[config.mk]
export PLATFORM = sky130hd
export DESIGN_NAME = trdb_packet_decoder
export DESIGN_NICKNAME = d
export VERILOG_FILES = /design/src/rtl/trdb_pkg.sv /design/src/rtl/trdb_packet_decoder.sv
export SDC_FILE = /design/constraint.sdc
export NUM_CORES = 1
export LEC_CHECK = 0
export CORE_ASPECT_RATIO = 1.2
export CORE_UTILIZATION = 25
export DETAILED_ROUTE_END_ITERATION = 6
export PLACE_DENSITY = 0.55
export RECOVER_POWER = 100
export REMOVE_ABC_BUFFERS = 1
export SYNTH_ARGS = -nofsm -noshare
export SYNTH_HDL_FRONTEND = slang
export SYNTH_SLANG_ARGS = --single-unit
export TNS_END_PERCENT = 30
[constraint.sdc]
create_clock -name clk_i -period 2.4 [get_ports clk_i]
set_clock_uncertainty 0.1 [all_clocks]
set_input_delay 0.48 -clock clk_i [delete_from_list [all_inputs] [get_ports clk_i]]
set_output_delay 0.48 -clock clk_i [all_outputs]
set_load 0.01 [all_outputs]
[src/rtl/trdb_pkg.sv]
// Shared trace-encoder types: packet format and subformat codes.
// Latency: n/a (types only).
// Backpressure: n/a.
package trdb_pkg;

  typedef enum logic [1:0] {
    F_OPT_EXT    = 2'd0,
    F_DIFF_DELTA = 2'd1,
    F_ADDR_ONLY  = 2'd2,
    F_SYNC       = 2'd3
  } format_e;

  typedef enum logic [1:0] {
    SF_START   = 2'd0,
    SF_TRAP    = 2'd1,
    SF_CONTEXT = 2'd2,
    SF_SUPPORT = 2'd3
  } subformat_e;

endpackage

[src/rtl/trdb_packet_decoder.sv]
// Reassembles length-prefixed byte stream into packets, recovering format/subformat.
// Latency: pkt_valid_o rises 1 cycle after the last payload byte; L+2 cycles per packet.
// Backpressure: byte_ready_o low while a packet waits for pkt_ready_i; pkt_* held stable.
//
// Ports:
//   clk_i, rst_i                         clock, synchronous active-high reset
//   byte_valid_i/byte_data_i/byte_ready_o input byte stream (header = length, then payload)
//   pkt_valid_o/pkt_ready_i               decoded packet handshake
//   pkt_format_o/pkt_subformat_o          payload[1:0], payload[3:2] (subformat only for F_SYNC)
//   pkt_length_o/pkt_payload_o            byte count and payload (byte k at [8k+:8])
//   err_len_o, err_format_o               1-cycle error pulses
module trdb_packet_decoder
  import trdb_pkg::*;
#(
  parameter int PAYLOAD_BYTES = 16,
  parameter int LEN_W         = $clog2(PAYLOAD_BYTES + 1)
) (
  input  logic                       clk_i,
  input  logic                       rst_i,
  input  logic                       byte_valid_i,
  input  logic [7:0]                 byte_data_i,
  output logic                       byte_ready_o,
  output logic                       pkt_valid_o,
  input  logic                       pkt_ready_i,
  output logic [1:0]                 pkt_format_o,
  output logic [1:0]                 pkt_subformat_o,
  output logic [LEN_W-1:0]           pkt_length_o,
  output logic [8*PAYLOAD_BYTES-1:0] pkt_payload_o,
  output logic                       err_len_o,
  output logic                       err_format_o
);

  typedef enum logic [1:0] {
    IDLE    = 2'd0,
    COLLECT = 2'd1,
    OUTPUT  = 2'd2,
    DROP    = 2'd3
  } state_e;

  localparam logic [7:0] MAX_LEN = 8'(PAYLOAD_BYTES);

  state_e                     state_q, state_d;
  logic [7:0]                 cnt_q, cnt_d;
  logic [7:0]                 len_q, len_d;
  logic [8*PAYLOAD_BYTES-1:0] payload_q, payload_d;
  logic                       err_len_q, err_len_d;
  logic                       err_format_q, err_format_d;

  logic    byte_fire;
  format_e fmt;

  assign byte_ready_o = (state_q != OUTPUT);
  assign byte_fire    = byte_valid_i && byte_ready_o;

  always_comb begin
    state_d      = state_q;
    cnt_d        = cnt_q;
    len_d        = len_q;
    payload_d    = payload_q;
    err_len_d    = 1'b0;
    err_format_d = 1'b0;
    case (state_q)
      IDLE: begin
        if (byte_fire) begin
          if (byte_data_i == 8'd0) begin
            err_len_d = 1'b1;
          end else if (byte_data_i > MAX_LEN) begin
            // Oversized packet: swallow its payload so the stream stays framed.
            err_len_d = 1'b1;
            cnt_d     = byte_data_i;
            state_d   = DROP;
          end else begin
            payload_d = '0;
            len_d     = byte_data_i;
            cnt_d     = 8'd0;
            state_d   = COLLECT;
          end
        end
      end
      COLLECT: begin
        if (byte_fire) begin
          for (int k = 0; k < PAYLOAD_BYTES; k++) begin
            if (cnt_q == k[7:0]) payload_d[8*k +: 8] = byte_data_i;
          end
          cnt_d = cnt_q + 8'd1;
          if (cnt_q == len_q - 8'd1) begin
            state_d = OUTPUT;
            // Evaluated on the completed payload so a 1-byte packet is covered.
            err_format_d = (payload_d[1:0] == F_OPT_EXT);
          end
        end
      end
      OUTPUT: begin
        if (pkt_ready_i) state_d = IDLE;
      end
      DROP: begin
        if (byte_fire) begin
          cnt_d = cnt_q - 8'd1;
          if (cnt_q == 8'd1) state_d = IDLE;
        end
      end
      default: state_d = IDLE;
    endcase
  end

  always_ff @(posedge clk_i) begin
    if (rst_i) begin
      state_q      <= IDLE;
      cnt_q        <= 8'd0;
      len_q        <= 8'd0;
      payload_q    <= '0;
      err_len_q    <= 1'b0;
      err_format_q <= 1'b0;
    end else begin
      state_q      <= state_d;
      cnt_q        <= cnt_d;
      len_q        <= len_d;
      payload_q    <= payload_d;
      err_len_q    <= err_len_d;
      err_format_q <= err_format_d;
    end
  end

  // Packet fields are gated by the registered state so they read 0 outside OUTPUT.
  assign pkt_valid_o     = (state_q == OUTPUT);
  assign fmt             = format_e'(payload_q[1:0]);
  assign pkt_format_o    = pkt_valid_o ? fmt : F_OPT_EXT;
  assign pkt_subformat_o = (pkt_valid_o && fmt == F_SYNC) ? payload_q[3:2] : SF_START;
  assign pkt_length_o    = pkt_valid_o ? len_q[LEN_W-1:0] : '0;
  assign pkt_payload_o   = pkt_valid_o ? payload_q : '0;
  assign err_len_o       = err_len_q;
  assign err_format_o    = err_format_q;

endmodule
==> metrics.yaml, run 1 <==
cts:
  worstSkewPairLatency_ps: 430
  cts_tree: "done"
  ctsHtreeMaxLevel: 4
  cts.reportedPaths.clkPinSlew_ps: 60
  ctsRootBufferMaster: "clkbuf_16"
  clock_sinks: 148
  numCtsBuffers: 17
  cts.path.max_buffers: 2
synth:
  async_reset_ff_frac: 0
  synth_seq_cells: 148
  synth.top_cells.by_count: "dfxtp_1 (148), and3_1 (102), nor2_1 (55)"
  mean_cell_area_of_the_mapped_netlist_um2: 9.101
  post-synth-top-area-fraction: 0.4301
  synth_edf_count: 0
  synth_cell_types: 57
  yosys_warnings: 0
  post-synth-top-count-cell: "dfxtp_1"
  yosys_most_used_dff: "dfxtp_1"
  ys_top_cells_by_area: "dfxtp_1 (43%), and3_1 (9.3%), o2bb2ai_1 (6.1%)"
  synth_cells: 757
  share_of_synthesized_area_occupied_by_flip_flops_and_latches: 0.4301
  synthesis.area_um2: 6889
  synth_area_leader_cell: "dfxtp_1"
die:
  initial_utilization: 0.2543
  die_h_um: 183.8
  pin_count: 153
  dieWidth_um: 153.5
  core_region_area_um2: 27090
  dieArea_um2: 28230
  placement_rows: 66
detailed_routing:
  postRouteAntennaNets: 0
  route.detailed.drc: 0
  route.final.wire_length_um: 24050
  vias_per_cell: 4.942
  drt_first_iter_violations: 405
  wl_per_cell_um: 18.50
  detailroute.via_count: 6424
  drt-pass1-iter-count: 4
timing:
  setup_total_negative_slack_ps: 0
  max_freq_ghz: 0.4257
  report.final.hold_viol_count: 0
  post-route-min-period_ps: 2349
  worst_hold_slack_ps: 354.7
  layout_worst_path_cycle_share: 0.9788
  max_slew_margin: 0.6016
  rsz0062_at_grt: "false"
  tightestPinTransition_ps: 592.2
  setup-violations-final: 0
  slew_viol_final: 0
  finalWorstSetupSlack_ps: 50.97
worst_setup_path:
  critical_path.cell_chain: "inv_8 > and3_4 > buf_4 > clkdlybuf4s50_1"
  start_kind: "register"
  cell_type_group_with_the_largest_total_delay_on_the_critical_path: "buffers and inverters"
  required_ps: 1820
  critical_path_top_delay_cell: "clkdlybuf4s50_1"
  cp_max_fo: 6
  path_class: "reg2out"
  endpoint_kind: "output pin"
  worstPathBufferInverterCount: 3
  critPathArrivalTime_ps: 1770
  crit_path_largest_cell_delay_ps: 520
finish:
  final.fill_count: 2842
  finish.net_count: 965
  register_area_um2: 2970
  antenna_cells_inserted: 0
  synthToLayoutAreaGrowth_pct: 41.99
  fin_cells: 1300
  drive_gt1_frac: 0.1521
  multi_input_area_um2: 3457
global_routing:
  grt_antenna_before_repair: 0
  largest_net_degree_at_the_start_of_global_routing: 56
  first_global_vias: 6405
  grt_pass1_wl_um: 37480
  global_route.usage.total: 0.1733
  overflow: 0
pwr:
  power_density_nw_per_um2: 626.6
  pwr-share-seq: 0.413
  power.clock.fraction: 0.437
  power_frac_comb: 0.150
  vdd_ir_drop_max_uv: 455.4
  power.share.switching: 0.2807
  cellLeakagePower_nw: 4.519
  power.internal_mw: 4.409
  net-switching-power_mw: 1.720
  p_total_mw: 6.129
flow_run:
  maxcap_viol_count: 0
worst_hold_path:
  min_path_type: "reg2reg"
place:
  placed_cells: 1258
  gp_congestion: 0.8300
  pre_cts_slack_ps: -167.5
  place.port_buffers: 152
  place_hpwl_um: 17040
outcome:
  status: "complete, no violations"
area by class of cell:
class / count / share of cell area
flip-flops and latches: 148 / 0.3037
clock buffers: 20 / 0.04566
repair inverters: 1 / 0.0005116
repair buffers: 237 / 0.2222
well taps: 340 / 0.04349
multi-input cells: 501 / 0.3534
clock inverters: 12 / 0.01458
inverters: 41 / 0.01650
layer usage:
layer / track usage / wire length [µm] / vias to the layer above
met4: 0.07360 / 677 / 0
li1: - / - / 3165
met1: 0.2161 / 10790 / 3006
met5: 0 / 0 / -
met2: 0.2964 / 11550 / 212
met3: 0.02617 / 1035 / 41
registers in the layout, summed over array words and instances, names as in the netlist:
signal / cells
cnt_q: 8
err_len_o: 1
err_format_o: 1
state_q: 2
len_q: 8
payload_q: 128
timing repair:
action / CTS / global route
setup buffers: 4 / 2
gates cloned: 4 / 0
resized for setup: 149 / 12
hold buffers: 0 / 0
setup endpoints to repair: 139 / 7
endpoints found under the hold margin: 0 / 0
power by group through the flow:
stage / logic, mW / registers (mW) / clock network, mW
after floorplan: 0.424 / 2.60 / 0
final: 0.920 / 2.53 / 2.68
after global routing: 0.992 / 2.53 / 2.83
after CTS: 0.944 / 2.53 / 2.73
after detailed placement: 0.860 / 2.58 / 0
after global placement: 0.848 / 2.58 / 0
kinds of logic after synthesis:
logic type                 share of synthesized area
buffers and inverters                        0.06538
AOI/OAI and AO/OA                             0.2624
muxes                                       0.002906
and+or+nand+nor                               0.2118
xor gates and xnor gates                     0.01653
DFF                                           0.4301
adders and majority gates                    0.01090
layout by cell type (no fill, tap or decap), drive strengths merged, types with 7 or more instances in the layout:
| master | instances |
|---|---|
| xor2 | 8 |
| a21oi | 18 |
| dlygate4sd2 | 132 |
| a22o | 45 |
| o31ai | 7 |
| o22ai | 32 |
| nand2b | 10 |
| and2 | 10 |
| clkbuf | 27 |
| a31oi | 13 |
| o2bb2ai | 48 |
| dfxtp | 148 |
| and3 | 102 |
| buf | 78 |
| nor3 | 13 |
| clkdlybuf4s50 | 13 |
| o21ai | 12 |
| inv | 45 |
| nand2 | 46 |
| nand3 | 12 |
| nor2 | 55 |
per-stage QoR:
| stage | util | cell area (µm²) |
|---|---|---|
| finish | 0.3611 | 9782 |
| global route | 0.3611 | 9782 |
| CTS | 0.3636 | 9848 |
| detailed placement | 0.3406 | 9226 |
| global placement | 0.3406 | 9226 |
| floorplan | - | 6593 |
final timing paths:
| check | slack, ps | from | end | depth (start not counted) |
|---|---|---|---|---|
| setup reg to reg | 210 | cnt_q[1]$_SDFFE_PP0P_ | payload_q[58]$_SDFFE_PP0P_ | 5 |
| hold reg to reg | 350 | payload_q[53]$_SDFFE_PP0P_ | payload_q[53]$_SDFFE_PP0P_ | 1 |
| setup / recovery | 50 | state_q[0]$_SDFFE_PP0P_ | pkt_payload_o[0] | 4 |
| hold / removal | 350 | payload_q[53]$_SDFFE_PP0P_ | payload_q[53]$_SDFFE_PP0P_ | 1 |
(Power assumes the default switching activity.)
==> run 2: changes to the inputs <==
--- a/config.mk
+++ b/config.mk
@@ -8,6 +8,7 @@
 export CORE_ASPECT_RATIO = 1.2
 export CORE_UTILIZATION = 25
 export DETAILED_ROUTE_END_ITERATION = 6
+export GPL_TIMING_DRIVEN = 0
 export PLACE_DENSITY = 0.55
 export RECOVER_POWER = 100
 export REMOVE_ABC_BUFFERS = 1
==> metrics.yaml, run 2 (same netlist as run 1, synthesis figures left out) <==
detailed_routing:
  detailroute.via_count: 6457
  drt_first_iter_violations: 412
  route.final.wire_length_um: 25570
  postRouteAntennaNets: 0
  vias_per_cell: 5.170
  route.detailed.drc: 0
  drt-pass1-iter-count: 5
  wl_per_cell_um: 20.47
die:
  placement_rows: 66
  initial_utilization: 0.2543
  die_h_um: 183.8
  dieArea_um2: 28230
  pin_count: 153
  dieWidth_um: 153.5
  core_region_area_um2: 27090
place:
  place_hpwl_um: 15640
  placed_cells: 1186
  gp_congestion: 0.8141
  place.port_buffers: 152
  pre_cts_slack_ps: -1765
  postPlaceCellArea_um2: 8638
cts:
  clock_sinks: 148
  cts.path.max_buffers: 2
  cts.reportedPaths.clkPinSlew_ps: 70
  cts-hold-fix-buffers: 0
  cts_tree: "done"
  ctsHtreeMaxLevel: 4
  worstSkewPairLatency_ps: 430
  ctsRootBufferMaster: "clkbuf_16"
  numCtsBuffers: 17
global_routing:
  first_global_vias: 6248
  global_route.usage.total: 0.1783
  grt_pass1_wl_um: 37960
  overflow: 0
  largest_net_degree_at_the_start_of_global_routing: 55
  grt_antenna_before_repair: 0
worst_setup_path:
  required_ps: 1820
  critPathArrivalTime_ps: 1830
  endpoint_kind: "output pin"
  start_kind: "register"
  crit_path_start: "state_q[0]$_SDFFE_PP0P_"
  cp_max_fo: 14
  path_class: "reg2out"
  worst_r2r_startpoint: "state_q[0]$_SDFFE_PP0P_"
timing:
  report.final.hold_viol_count: 0
  worst_hold_slack_ps: 356.8
  post-route-min-period_ps: 2410
  max_slew_margin: 0.5322
  max_freq_ghz: 0.4150
  slew_viol_final: 0
  layout_worst_path_cycle_share: 1.004
  setup_total_negative_slack_ps: -48.18
  finalWorstSetupSlack_ps: -9.573
  tightestPinTransition_ps: 695.2
  setup-violations-final: 8
  rsz0062_at_grt: "true"
finish:
  largest_register: "payload_q"
  synthToLayoutAreaGrowth_pct: 38.25
  post_layout_utilization_of_the_core: 0.3516
  finish.net_count: 914
  flip_flop_count_of_the_largest_register_after_layout: 128
  final_cell_mix: "dfxtp_1 (145), and3_1 (99), dlygate4sd2_1 (63), nor2_1 (51), o2bb2ai_1 (48)"
  fin_area_um2: 9524
  layout_commonest_cell: "dfxtp_1"
  fin_cells: 1249
  largest_registers_ranked_by_flip_flop_count: "payload_q x128, cnt_q x8, len_q x8"
  antenna_cells_inserted: 0
  drive_gt1_frac: 0.1298
outcome:
  violations: "setup timing"
  status: "complete, but fails checks"
pwr:
  power_density_nw_per_um2: 656.7
  p_total_mw: 6.254
  cellLeakagePower_nw: 4.042
  vdd_ir_drop_max_uv: 382.5
worst_hold_path:
  min_path_type: "reg2reg"
  worstHoldStart: "payload_q[110]$_SDFFE_PP0P_"
flow_run:
  maxcap_viol_count: 0
-- run 2: changes by cell type in the layout (fill, tap and decap cells not counted), sizes merged, moves of 2 or more --
cell	previous run	this run
dlygate4sd2	132	63
buf	78	23
clkdlybuf4s50	13	46
clkdlybuf4s25	3	18
clkbuf	27	36
inv	45	52
dlymetal6s2s	1	7
clkinvlp	4	2
dlymetal6s4s	0	2
-- run 2: path summary, 6_finish.rpt --
| path | endpoint | slack, ps | depth (start not counted) |
|---|---|---|---|
| worst max-delay path | pkt_payload_o[50] | -10 | 3 |
| worst min-delay path | payload_q[110]$_SDFFE_PP0P_ | 360 | 1 |
| worst max register to register | payload_q[55]$_SDFFE_PP0P_ | 20 | 6 |
| worst min register to register | payload_q[110]$_SDFFE_PP0P_ | 360 | 1 |
-- run 2: power breakdown --
group	switching, mW	internal [mW]
clock network	1.23	1.59
logic	0.598	0.288
registers	0.0701	2.48
total	1.90	4.36
-- run 2: layer usage --
layer	share of wire	GRT usage	vias up	routed length [µm]
li1	-	-	3061	-
met1	0.45	0.2307	3149	11530
met2	0.49	0.3027	226	12440
met3	0.046	0.02192	21	1174
met4	0.016	0.06520	0	420
met5	0	0	-	0
-- run 2: what timing repair did --
item	CTS	global route
setup buffers	20	4
cloned	6	1
pin swaps	3	3
setup endpoints to repair	286	181
resized for setup	107	56
-- run 2: worst max-delay path: stages, from the launching register on --
cell             delay (ps)
dfxtp_4                 550
inv_6                   140
and3_1                  230
clkdlybuf4s50_1         480
-- run 2: layout make-up --
type,count,area (µm²)
flip-flops and latches,148,2972
multi-input cells,503,3585
inverters,41,170.2
repair inverters,3,48.80
well taps,340,425.4
clock buffers,17,425.4
repair buffers,182,1709
fillers,2816,17560
clock inverters,15,188.9
